--- src/rtl/sop_sweep_ctrl.sv ---
// sop_sweep_ctrl: configurable shared-product SOP evaluator with exhaustive abs_diff error sweep
module sop_sweep_ctrl #(
  parameter int N_IN = 4,
  parameter int N_OUT = 2,
  parameter int N_PROD = 4,
  parameter int ET = 3,
  localparam int AW = (N_PROD > 1) ? $clog2(N_PROD) : 1
) (
  input  logic clk,
  input  logic rst,
  input  logic cfg_valid,
  output logic cfg_ready,
  input  logic [AW-1:0] cfg_addr,
  input  logic [2*N_IN-1:0] cfg_lits,
  input  logic [N_OUT-1:0] cfg_act,
  input  logic start,
  output logic busy,
  output logic done,
  output logic pass,
  output logic [N_OUT-1:0] max_err,
  output logic [N_IN:0] err_count,
  input  logic [N_IN-1:0] probe_in,
  output logic [N_OUT-1:0] probe_out
);
  localparam int H = N_IN / 2;
  localparam logic [N_IN:0] LAST = (N_IN+1)'(2**N_IN - 1);
  typedef enum logic [1:0] {IDLE, SWEEP, FLUSH, DONE} state_t;
  state_t state;
  logic [N_PROD-1:0][2*N_IN-1:0] lits;
  logic [N_PROD-1:0][N_OUT-1:0] act;
  logic [N_IN:0] vec;
  logic s1_valid;
  logic [N_OUT-1:0] s1_approx, s1_exact, cur_approx, cur_exact, err;
  logic signed [N_OUT:0] d;
  logic [N_OUT:0] mag;
  function automatic logic [N_OUT-1:0] sop(input logic [N_IN-1:0] x,
                                           input logic [N_PROD-1:0][2*N_IN-1:0] l,
                                           input logic [N_PROD-1:0][N_OUT-1:0] a);
    logic [N_OUT-1:0] r;
    logic p;
    r = '0;
    for (int q = 0; q < N_PROD; q++) begin
      p = 1'b1;
      for (int i = 0; i < N_IN; i++)
        p = p & ((l[q][2*i+:2] == 2'b00) || (l[q][2*i+:2] == 2'b01 && x[i]) || (l[q][2*i+:2] == 2'b10 && !x[i]));
      r = r | (a[q] & {N_OUT{p}});
    end
    return r;
  endfunction
  function automatic logic [H-1:0] absd(input logic [H-1:0] x, input logic [H-1:0] y);
    return x > y ? x - y : y - x;
  endfunction
  assign cfg_ready = (state == IDLE || state == DONE) && !start;
  always_comb begin
    cur_approx = sop(vec[N_IN-1:0], lits, act);
    cur_exact = absd(vec[H-1:0], vec[N_IN-1:H]);
    probe_out = sop(probe_in, lits, act);
    d = $signed({1'b0, s1_exact}) - $signed({1'b0, s1_approx});
    mag = d < 0 ? -d : d;
    err = mag[N_OUT] ? '1 : mag[N_OUT-1:0];
  end
  always_ff @(posedge clk or posedge rst) begin
    if (rst) begin
      state <= IDLE;
      lits <= '1;
      act <= '0;
      vec <= '0;
      s1_valid <= 1'b0;
      s1_approx <= '0;
      s1_exact <= '0;
      busy <= 1'b0;
      done <= 1'b0;
      pass <= 1'b0;
      max_err <= '0;
      err_count <= '0;
    end else begin
      done <= 1'b0;
      s1_valid <= 1'b0;
      if (cfg_valid && cfg_ready && {1'b0, cfg_addr} < (AW+1)'(N_PROD)) begin
        lits[cfg_addr] <= cfg_lits;
        act[cfg_addr] <= cfg_act;
      end
      if (s1_valid) begin
        if (err > max_err) max_err <= err;
        if (err != '0) err_count <= err_count + (N_IN+1)'(1);
      end
      case (state)
        IDLE, DONE: if (start) begin
          state <= SWEEP;
          vec <= '0;
          max_err <= '0;
          err_count <= '0;
          busy <= 1'b1;
        end
        SWEEP: begin
          s1_valid <= 1'b1;
          s1_approx <= cur_approx;
          s1_exact <= cur_exact;
          vec <= vec + (N_IN+1)'(1);
          if (vec == LAST) state <= FLUSH;
        end
        FLUSH: if (!s1_valid) begin
          // last vector has been folded into max_err by now
          state <= DONE;
          done <= 1'b1;
          busy <= 1'b0;
          pass <= 32'(max_err) <= 32'(ET);
        end
        default: state <= IDLE;
      endcase
    end
  end
endmodule
--- config.mk ---
export PLATFORM = sky130hd
export DESIGN_NAME = sop_sweep_ctrl
export DESIGN_NICKNAME = d
export VERILOG_FILES = /design/src/rtl/sop_sweep_ctrl.sv
export SDC_FILE = /design/constraint.sdc
export NUM_CORES = 1
export LEC_CHECK = 0
export CORE_MARGIN = 1
export CORE_UTILIZATION = 35
export DETAILED_ROUTE_END_ITERATION = 16
export DONT_BUFFER_PORTS = 1
export SLEW_MARGIN = 20
export SYNTH_ARGS = -nofsm -noshare
export SYNTH_HDL_FRONTEND = slang
export SYNTH_SLANG_ARGS = --single-unit
--- constraint.sdc ---
create_clock -name clk -period 3.5 [get_ports clk]
set_input_delay 0.7 -clock clk [delete_from_list [all_inputs] [get_ports clk]]
set_output_delay 0.7 -clock clk [all_outputs]
set_load 0.1 [all_outputs]
Yosys cells after proc, flatten, opt, wreduce, memory -nomap -nowiden
Index checks and enable logic that the tools add are counted.
{"block": "word_totals", "in_bits": 20, "ff_bits": 62, "out_inout_bits": 13, "word_cells": 302}
{"block": "op_classes", "bitwise_logic": 39, "reduce_logical": 166, "muxes": 29, "n_eq_ne": 39, "n_lt_le_gt_ge": 5, "addsub": 6}
{"op": "1-bit logical AND", "n": 67}
{"op": "1-bit logical OR", "n": 65}
{"op": "2-bit == test (second input constant)", "n": 18}
{"op": "2-bit by 1-bit == test with 1-bit output (second input constant)", "n": 17}
{"op": "2-bit zero test", "n": 17}
{"op": "32-bit bitwise mux", "n": 1}
{"op": "5-bit 2-to-1 mux", "n": 5}
{"op": "1-bit bitwise AND", "n": 24}
{"op": "2-bit 2-to-1 mux", "n": 10}
{"op": "2-bit bitwise AND", "n": 8}
{"op": "8-bit demux with 2-bit select", "n": 1}
{"op": "2-bit OR", "n": 6}
{"op": "5-bit by 1-bit adder with 5-bit output (second input constant)", "n": 2}
{"op": "5-bit one-hot mux with 2 select lines", "n": 1}
{"op": "1-bit zero test", "n": 9}
{"op": "8-bit bitwise mux", "n": 1}
{"op": "8-bit 2-to-1 mux", "n": 1}
{"op": "2-bit inequality test (second input constant)", "n": 3}
{"op": "2-bit one-hot mux with 3 select lines", "n": 1}
{"op": "3-bit AND reduction", "n": 2}
{"op": "2-bit nonzero test", "n": 3}
{"op": "5-bit by 4-bit == test with 1-bit output (second input constant)", "n": 1}
{"op": "1-bit 2-to-1 mux", "n": 5}
{"op": "2-bit demux with 2-bit select", "n": 1}
{"op": "other kinds (12)", "n": 15}

Longest topological paths before layout
Gate-level depths: netlist of the first run.
{"block": "depth", "word_depth": 11, "mapped_depth": 13, "mapped_depth_nobuf": 13}

Worst setup path after synthesis of the first run
Ideal clock, no wire load.
{"block": "synth_path", "path_type": "in2out", "from": "input probe_in[1]", "to": "output probe_out[0]", "cell_stages": 5, "arrival_ns": 2.249, "path_buffers": 1, "path_slack_ns": 0.551, "t_required_ns": 2.800, "cell_sequence": "clkbuf_1 mux2i_1 nand2_1 a2111oi_2 a221o_1"}
{"block": "synth_via", "elab_chain_cells": 10, "word_cells_on_any_way": 36, "cone_classes": "19 x bitwise; 17 x reduce/logical"}
{"element": "start: declaration", "line": "22", "source": "input logic [N_IN-1:0] probe_in,"}
{"element": "1-bit logical AND / 1-bit zero test (equally long branches)", "line": "45", "source": "p = p & ((l[q][2*i+:2] == 2'b00) || (l[q][2*i+:2] == 2'b01 && x[i]) || (l[q][2*i+:2] == 2'b10 && !x[i]));"}
{"element": "1-bit logical OR / 1-bit logical AND (equally long branches)", "line": "45"}
{"element": "1-bit logical OR", "line": "45"}
{"element": "1-bit bitwise AND (3 in a row)", "line": "45"}
{"element": "2-bit bitwise AND", "line": "46", "source": "r = r | (a[q] & {N_OUT{p}});"}
{"element": "2-bit OR (2 in a row)", "line": "46"}
{"element": "2-bit OR (*)", "line": "46"}
{"element": "end: declaration", "line": "23", "source": "output logic [N_OUT-1:0] probe_out"}
Every way passes the cells marked *; elsewhere a longest branch is shown, timed or not.

Worst setup path in the final report of the first run
{"block": "layout_path", "from": "input probe_in[3]", "to": "output probe_out[0]"}
{"block": "layout_via", "elab_chain_cells": 8, "word_cells_on_any_way": 28, "cone_classes": "11 x bitwise; 17 x reduce/logical"}
{"element": "1-bit logical AND / 1-bit zero test (equally long branches)", "line": "45"}
{"element": "1-bit logical OR / 1-bit logical AND (equally long branches)", "line": "45"}
{"element": "1-bit logical OR", "line": "45"}
{"element": "1-bit bitwise AND", "line": "45"}
{"element": "2-bit bitwise AND", "line": "46"}
{"element": "2-bit OR (2 in a row)", "line": "46"}
{"element": "2-bit OR (*)", "line": "46"}
Marks and branches as above.

==> impl_metrics.prom, run 1 <==
# TYPE chip_impl_metric gauge
chip_impl_metric{name="synth-seq-area-share",unit=""} 0.480
chip_impl_metric{name="grt_pass1_vias",unit=""} 2194
chip_impl_metric{name="area_growth",unit="%"} 9.69
chip_impl_metric{name="floorplan.die_area",unit="um2"} 9870
chip_impl_metric{name="placement.setup.worst_slack",unit="ps"} 878
chip_impl_info{name="cts_tree",value="yes"} 1
chip_impl_metric{name="stdcell_count",unit=""} 398
chip_impl_metric{name="report.final.slew_viol_count",unit=""} 0
chip_impl_metric{name="core-area",unit="um2"} 9200
chip_impl_metric{name="ir_worst_vdd",unit="uV"} 363
chip_impl_metric{name="gpl.final_weighted_congestion",unit=""} 0.727
chip_impl_metric{name="post-synth-top-area-fraction",unit=""} 0.253
chip_impl_metric{name="hold_slack_final",unit="ps"} 329
chip_impl_info{name="run_status",value="completed"} 1
chip_impl_metric{name="worstSkewPairLatency",unit="ps"} 340
chip_impl_metric{name="clkSlewWorstSetupHoldPaths",unit="ps"} 70
chip_impl_metric{name="critPathMaxStageDelay",unit="ps"} 380
chip_impl_metric{name="timing.reg2reg.worst_path_depth",unit=""} 6
chip_impl_metric{name="io_buffers",unit=""} 0
chip_impl_info{name="holdCritPathClass",value="in2async"} 1
chip_impl_metric{name="setup_slack",unit="ps"} 894
chip_impl_metric{name="netlist_instances",unit=""} 275
chip_impl_metric{name="maximum_number_of_pins_on_one_net_before_global_route_repair",unit=""} 33
chip_impl_metric{name="final_net_count",unit=""} 318
chip_impl_info{name="synth_top_area_cell",value="dfstp_2"} 1
chip_impl_metric{name="post-route-period-util",unit=""} 0.745
chip_impl_metric{name="gr-total-overflow",unit=""} 0
chip_impl_metric{name="drcViolationCount",unit=""} 0
chip_impl_info{name="synthMostInstantiatedCell",value="mux2_2"} 1
chip_impl_metric{name="finalWorstPathRequiredPeriod",unit="ps"} 2610
chip_impl_metric{name="num_io_pins",unit=""} 33
chip_impl_metric{name="p_per_area",unit="nW/um2"} 1020
chip_impl_metric{name="clkSinkCount",unit=""} 62
chip_impl_metric{name="cp.arrival",unit="ps"} 1910
chip_impl_metric{name="dr.first_iter.drc_count",unit=""} 59
chip_impl_metric{name="routed-via-count",unit=""} 2087
chip_impl_info{name="dominantRegCellSynth",value="dfstp_2"} 1
chip_impl_metric{name="hold_viol_final",unit=""} 0
chip_impl_metric{name="number_of_synthesized_flops_with_an_enable_pin",unit=""} 0
chip_impl_metric{name="cts_post_setup_buffers_inserted",unit=""} 0
chip_impl_metric{name="achievable-frequency",unit="MHz"} 384
chip_impl_metric{name="placed_cells",unit=""} 382
chip_impl_info{name="clock_tree.root_cell",value="clkbuf_8"} 1
chip_impl_metric{name="grt_first_pass_wirelength",unit="mm"} 11.2
chip_impl_metric{name="cap_violations",unit=""} 0
chip_impl_metric{name="chipWidth",unit="um"} 99.4
chip_impl_metric{name="die-height",unit="um"} 99.4
chip_impl_info{name="critPathCaptureType",value="primary output"} 1
chip_impl_metric{name="asyncSetResetFlopFracSynth",unit=""} 1.00
chip_impl_info{name="synth_commonest_cells",value="mux2_2, mux2i_1, dfstp_2"} 1
chip_impl_metric{name="grt_usage",unit=""} 0.150
chip_impl_metric{name="avgSynthCellArea",unit="um2"} 12.1
chip_impl_metric{name="netlist-cell-type-count",unit=""} 47
chip_impl_info{name="timing.critical_path.max_delay_family",value="compound AO/OA/AOI/OAI gates"} 1
chip_impl_metric{name="maxSlewHeadroom",unit=""} 0.355
chip_impl_metric{name="cts.path.max_buffers",unit=""} 2
chip_impl_info{name="synthTopCellsByArea",value="dfstp_2, dfrtp_1, mux2_2"} 1
chip_impl_metric{name="ys.warnings.count",unit=""} 0
chip_impl_metric{name="worstMarginPinSlew",unit="ps"} 968
chip_impl_metric{name="final_layout_size_suffix_gt1_frac",unit=""} 0.369
chip_impl_metric{name="worst_clock_skew",unit="ps"} 5.89
chip_impl_metric{name="seqCellArea",unit="um2"} 1590
chip_impl_metric{name="drt_pass1_iterations",unit=""} 4
chip_impl_metric{name="hold_buffers",unit=""} 0
chip_impl_metric{name="setup-tns-final",unit="ps"} 0
chip_impl_metric{name="cts_resized",unit=""} 0
chip_impl_info{name="cp_cell_sequence",value="mux2_2 > a2111oi_2 > a221o_1 > buf_4"} 1
chip_impl_metric{name="cts_buffers",unit=""} 9
chip_impl_metric{name="synth_fp_nets",unit=""} 311
chip_impl_info{name="grt_setup_unrepaired",value="false"} 1
chip_impl_metric{name="multi_input_area",unit="um2"} 1600
chip_impl_metric{name="critical_path.max_fanout",unit=""} 4
chip_impl_metric{name="wirelength",unit="mm"} 6.64
chip_impl_metric{name="htree_num_levels",unit=""} 3
chip_impl_metric{name="worstPathBufferInverterCount",unit=""} 1
chip_impl_metric{name="postRouteAntennaNets",unit=""} 0
chip_impl_info{name="critPathLaunchType",value="primary input"} 1
chip_impl_metric{name="number_of_antenna_violations_at_the_first_check_in_global_routing",unit=""} 0
chip_impl_info{name="slowest_stage",value="a2111oi_2"} 1
chip_impl_metric{name="final_report_setup_violation_count",unit=""} 0
chip_impl_metric{name="syn-cell-area",unit="um2"} 3320
chip_impl_metric{name="floorplan.initialDensity",unit=""} 0.361
chip_impl_metric{name="dp_wirelength",unit="mm"} 4.94
chip_impl_metric{name="drt-vias-per-instance",unit=""} 5.24
chip_impl_metric{name="levels_on_crit_path",unit=""} 4
chip_impl_metric{name="timing.critical_path.required",unit="ps"} 2800
chip_impl_metric{name="post_drt_wl_per_cell",unit="um"} 16.7
chip_impl_metric{name="synth_seq_cells",unit=""} 62
chip_impl_metric{name="p_leak",unit="nW"} 1.57
chip_impl_metric{name="num_rows",unit=""} 35
chip_impl_info{name="timing_worst_setup_path_type",value="in2out"} 1
chip_impl_metric{name="num-fill-cells",unit=""} 908
chip_impl_metric{name="diodes",unit=""} 0
[placed cells by master (no fill, tap or decap), drive strengths merged, types with 2 or more instances in the layout]
master / instances
and4: 4
dfrtp: 30
nand3: 2
buf: 5
o21ai: 10
a221o: 3
mux2: 41
nor2: 11
ha: 14
nand4: 4
and2: 2
nand2: 17
clkinvlp: 2
o32ai: 2
clkbuf: 10
a22o: 2
clkinv: 3
a31oi: 5
fa: 2
inv: 24
nor2b: 2
mux2i: 34
dfstp: 32
nand2b: 5
and3: 2
a22oi: 4
[layer usage]
layer	track usage	share of wire	wire length (um)	up-vias
li1	-	-	-	1000
met1	0.173	0.44	2940	1046
met2	0.260	0.50	3320	30
met3	0.0436	0.038	251	11
met4	0.0622	0.018	118	0
met5	0	0	0	-
[sequential cells by signal, summed over array words and instances, names as in the netlist]
signal / cells
act: 8
busy: 1
done: 1
err_count: 5
lits: 32
max_err: 2
pass: 1
s1_approx: 2
s1_exact: 2
s1_valid: 1
state: 2
vec: 5
[cells by family after synthesis]
group / share of synthesized area
multiplexers: 0.242
flip-flops: 0.480
AND/OR/NAND/NOR: 0.0943
AO/OA/AOI/OAI: 0.0788
buffers and inverters: 0.0377
adder cells (fa/ha/maj): 0.0649
XOR/XNOR: 0.00264
[worst register-to-register path, cell delays in order (launching register included)]
cell	delay, ps
dfrtp_1	400
inv_1	60
ha_1	380
nand2b_4	100
inv_2	440
nand4b_1	620
mux2_2	470
[final timing paths]
check	end	from	slack, ps
max in group asynchronous	lits[17]	rst	2280
worst min register to register	vec[4]	vec[4]	500
worst min-delay path	vec[4]	rst	330
worst max register to register	act[5]	state[0]	910
worst max-delay path	probe_out[0]	probe_in[3]	890
min in group clk	vec[4]	vec[4]	500
[layout make-up]
cell class	count	area share
multi-input cells	181	0.440
well taps	111	0.0382
clock inverters	6	0.0127
clock buffers	10	0.0378
repair buffers	5	0.0103
flip-flops and latches	62	0.437
inverters	23	0.0237
[per-stage QoR]
step / instance area (um2) / power [mW] / utilization
global placement: 3450 / 3.12 / 0.376
global route: 3640 / 4.02 / 0.396
floorplan: 3320 / 2.82 / -
detailed placement: 3450 / 3.17 / 0.376
finish: 3640 / 3.72 / 0.396
CTS: 3640 / 3.77 / 0.396
[power by group]
group | switching, mW | internal [mW] | total, mW | leakage (nW)
combinational | 0.864 | 0.662 | 1.53 | 0.772
clock | 0.302 | 0.279 | 0.581 | 0.0889
sequential | 0.452 | 1.16 | 1.61 | 0.710
Power figures use the tool's default switching activity.
==> inputs of run 2 (changes only) <==
==> constraint.sdc (replaced) <==
create_clock -name clk -period 2.2 [get_ports clk]
set_input_delay 0.44 -clock clk [delete_from_list [all_inputs] [get_ports clk]]
set_output_delay 0.44 -clock clk [all_outputs]
set_load 0.1 [all_outputs]
==> run 2 against run 1 <==
Net effect: cell area increased by 8.0%; register-to-register slack got worse by 1200 ps; non-clock buffer count increased by 18; sequential power increased by 40%; critical endpoint is now max_err[0]; highest routed layer unchanged; power increased by 82%; routed wire length increased by 4.9%; the flow now finishes with violations (setup timing); flip-flop and latch count unchanged; die area unchanged; worst hold slack got worse by 290 ps; clock power increased by 65%; clock skew increased by 1.6 ps; count of clock-buffer cells in the layout unchanged.
==> impl_metrics.prom, run 2 (synthesis results as in run 1) <==
# TYPE chip_impl_metric gauge
chip_impl_metric{name="grt_pass1_vias",unit=""} 2316
chip_impl_metric{name="achievable-frequency",unit="MHz"} 395
chip_impl_info{name="layout.cells.most_common_list",value="mux2_2, mux2i_1, dfstp_2"} 1
chip_impl_metric{name="chipWidth",unit="um"} 99.4
chip_impl_info{name="regToRegStartpoint",value="s1_exact[0]"} 1
chip_impl_metric{name="cts_buffers",unit=""} 9
chip_impl_info{name="critPathCaptureType",value="flop"} 1
chip_impl_info{name="run_status",value="finished with violations"} 1
chip_impl_metric{name="timing.reg2reg.worst_path_depth",unit=""} 11
chip_impl_metric{name="power_frac_seq",unit=""} 0.334
chip_impl_info{name="regToRegEndpoint",value="max_err[0]"} 1
chip_impl_metric{name="clkSlewWorstSetupHoldPaths",unit="ps"} 70
chip_impl_metric{name="ir_worst_vdd",unit="uV"} 646
chip_impl_info{name="holdCritPathClass",value="in2async"} 1
chip_impl_metric{name="finalWorstPathRequiredPeriod",unit="ps"} 2530
chip_impl_metric{name="drcViolationCount",unit=""} 0
chip_impl_metric{name="floorplan.die_area",unit="um2"} 9870
chip_impl_metric{name="dr.first_iter.drc_count",unit=""} 93
chip_impl_metric{name="worst_clock_skew",unit="ps"} 7.52
chip_impl_metric{name="routed-via-count",unit=""} 2171
chip_impl_info{name="critPathLaunchType",value="flop"} 1
chip_impl_metric{name="io_buffers",unit=""} 0
chip_impl_metric{name="floorplan.initialDensity",unit=""} 0.361
chip_impl_metric{name="final_layout_size_suffix_gt1_frac",unit=""} 0.452
chip_impl_metric{name="diodes",unit=""} 0
chip_impl_metric{name="num_rows",unit=""} 35
chip_impl_metric{name="hold_buffers",unit=""} 0
chip_impl_info{name="layout.cells.most_common",value="mux2_2"} 1
chip_impl_metric{name="cell_internal_pwr",unit="mW"} 3.90
chip_impl_metric{name="timing.critical_path.required",unit="ps"} 2430
chip_impl_metric{name="postRouteAntennaNets",unit=""} 0
chip_impl_metric{name="gr-usage-met3",unit=""} 0.0499
chip_impl_info{name="largest-register",value="lits"} 1
chip_impl_info{name="failed_checks",value="setup timing"} 1
chip_impl_metric{name="comb_power_share",unit=""} 0.524
chip_impl_metric{name="clkSinkCount",unit=""} 62
chip_impl_info{name="timing_worst_setup_path_type",value="reg2reg"} 1
chip_impl_metric{name="setup_slack",unit="ps"} -333
chip_impl_metric{name="power.total",unit="mW"} 6.77
chip_impl_metric{name="largest_register_ffs",unit=""} 32
chip_impl_metric{name="wirelength",unit="mm"} 6.96
chip_impl_metric{name="grt.met2_usage",unit=""} 0.274
chip_impl_metric{name="p_leak",unit="nW"} 1.70
chip_impl_metric{name="worstSkewPairLatency",unit="ps"} 340
chip_impl_metric{name="critical_path.max_fanout",unit=""} 2
chip_impl_info{name="top_regs",value="lits: 32 flops, act: 8 flops"} 1
chip_impl_metric{name="setup-tns-final",unit="ps"} -501
chip_impl_metric{name="final_report_setup_violation_count",unit=""} 5
chip_impl_metric{name="p_per_area",unit="nW/um2"} 1720
chip_impl_metric{name="dp_wirelength",unit="mm"} 4.98
chip_impl_metric{name="sw_frac_of_total",unit=""} 0.423
chip_impl_metric{name="htree_num_levels",unit=""} 3
chip_impl_metric{name="report.final.slew_viol_count",unit=""} 0
chip_impl_metric{name="gr-total-overflow",unit=""} 0
chip_impl_metric{name="cap_violations",unit=""} 0
chip_impl_metric{name="grt_first_pass_wirelength",unit="mm"} 11.7
chip_impl_metric{name="num_io_pins",unit=""} 33
chip_impl_info{name="cts_tree",value="yes"} 1
chip_impl_metric{name="cts.path.max_buffers",unit=""} 2
chip_impl_info{name="top_usage_layer",value="met2"} 1
chip_impl_metric{name="grt_use_met1",unit=""} 0.173
chip_impl_metric{name="die-height",unit="um"} 99.4
chip_impl_metric{name="maxSlewHeadroom",unit=""} 0.406
chip_impl_metric{name="drt_pass1_iterations",unit=""} 4
chip_impl_metric{name="drt-vias-per-instance",unit=""} 5.22
chip_impl_metric{name="final_net_count",unit=""} 336
chip_impl_metric{name="power.switching",unit="mW"} 2.87
chip_impl_metric{name="power.clock.fraction",unit=""} 0.141
chip_impl_metric{name="maximum_number_of_pins_on_one_net_before_global_route_repair",unit=""} 63
chip_impl_metric{name="worstMarginPinSlew",unit="ps"} 891
chip_impl_metric{name="post_drt_wl_per_cell",unit="um"} 16.7
chip_impl_metric{name="num-fill-cells",unit=""} 877
chip_impl_info{name="grt_setup_unrepaired",value="true"} 1
chip_impl_metric{name="core-area",unit="um2"} 9200
chip_impl_metric{name="r2r_setup_slack",unit="ps"} -330
chip_impl_metric{name="grt_usage",unit=""} 0.156
chip_impl_metric{name="cp.arrival",unit="ps"} 2770
chip_impl_metric{name="post-route-period-util",unit=""} 1.15
chip_impl_metric{name="area_growth",unit="%"} 18.5
chip_impl_metric{name="gpl.final_weighted_congestion",unit=""} 0.868
chip_impl_metric{name="number_of_antenna_violations_at_the_first_check_in_global_routing",unit=""} 0
chip_impl_metric{name="layout.core_utilization",unit=""} 0.427
chip_impl_info{name="clock_tree.root_cell",value="clkbuf_8"} 1
chip_impl_metric{name="hold_viol_final",unit=""} 0
## run 2: cell types whose count changed in the layout (fill, tap and decap cells not counted), moves of 2 or more
cell | previous run | this run
a221o_1 | 2 | 0
a221o_2 | 1 | 3
buf_12 | 0 | 4
buf_4 | 5 | 19
ha_1 | 14 | 11
ha_4 | 0 | 2
inv_1 | 21 | 19
## run 2: per-stage QoR
step                      instance area, um2  setup slack (ps)  hold WS [ps]  std cells
after detailed placement                3610              -373           424        398
final                                   3930              -333          38.8        416
after global routing                    3930              -462          59.9        416
after global placement                  3610              -297           423        398
after CTS                               3880              -324          46.2        417
after floorplan                         3320              -247           450        275
## run 2: power groups by stage
stage	Clock (mW)	Sequential (mW)	Combinational, mW
6_report	0.958	2.26	3.55
5_1_grt	1.03	2.35	3.89
4_1_cts	0.992	2.26	3.28
3_3_place_gp	0	2.25	2.98
2_1_floorplan	0	2.49	2.01
3_5_place_dp	0	2.27	3.07
## run 2: repair_timing
action | CTS | global route
pin swaps | 5 | 9
gates resized for setup | 11 | 11
setup buffers | 3 | 1
setup endpoints to repair | 8 | 10
## run 2: worst max path at each step
stage                             to         from
after floorplan           max_err[0]  s1_exact[0]
after global placement    max_err[0]  s1_exact[0]
after detailed placement  max_err[0]  s1_exact[0]
after CTS                 max_err[0]  s1_exact[0]
after global routing      max_err[0]  s1_exact[0]
final                     max_err[0]  s1_exact[0]
## run 2: critical path: stages (launching register included)
cell and delay [ps]:
dfrtp_1 370, inv_2 70, ha_4 120, inv_2 30
fa_1 490, inv_1 50, ha_1 260, o21bai_1 190
and2_4 190, ha_4 200, o221a_4 260, o211a_1 200
## run 2: final cells by class
cell class,count,area (um2),share of cell area
Multi-Input combinational cell,181,1700,0.431
Sequential cell,62,1590,0.405
Timing Repair Buffer,23,223,0.0567
Clock buffer,10,149,0.0379
Tap cell,111,139,0.0353
Inverter,23,88.8,0.0226
Clock inverter,6,43.8,0.0111
## run 2: routing by layer
layer  vias to the layer above  share of wire
met2                        42           0.50
met4                         0          0.028
li1                       1032              -
met3                        17          0.043
met5                         -              0
met1                      1080           0.43
==> inputs of run 3 (changes only) <==
--- a/config.mk
+++ b/config.mk
@@ -9,6 +9,7 @@
 export CORE_UTILIZATION = 35
 export DETAILED_ROUTE_END_ITERATION = 16
 export DONT_BUFFER_PORTS = 1
+export PLACE_DENSITY = 0.6
 export SLEW_MARGIN = 20
 export SYNTH_ARGS = -nofsm -noshare
 export SYNTH_HDL_FRONTEND = slang
==> results of run 3 <==
No change in the layout: final DEF, timing and power equal those of run 2.
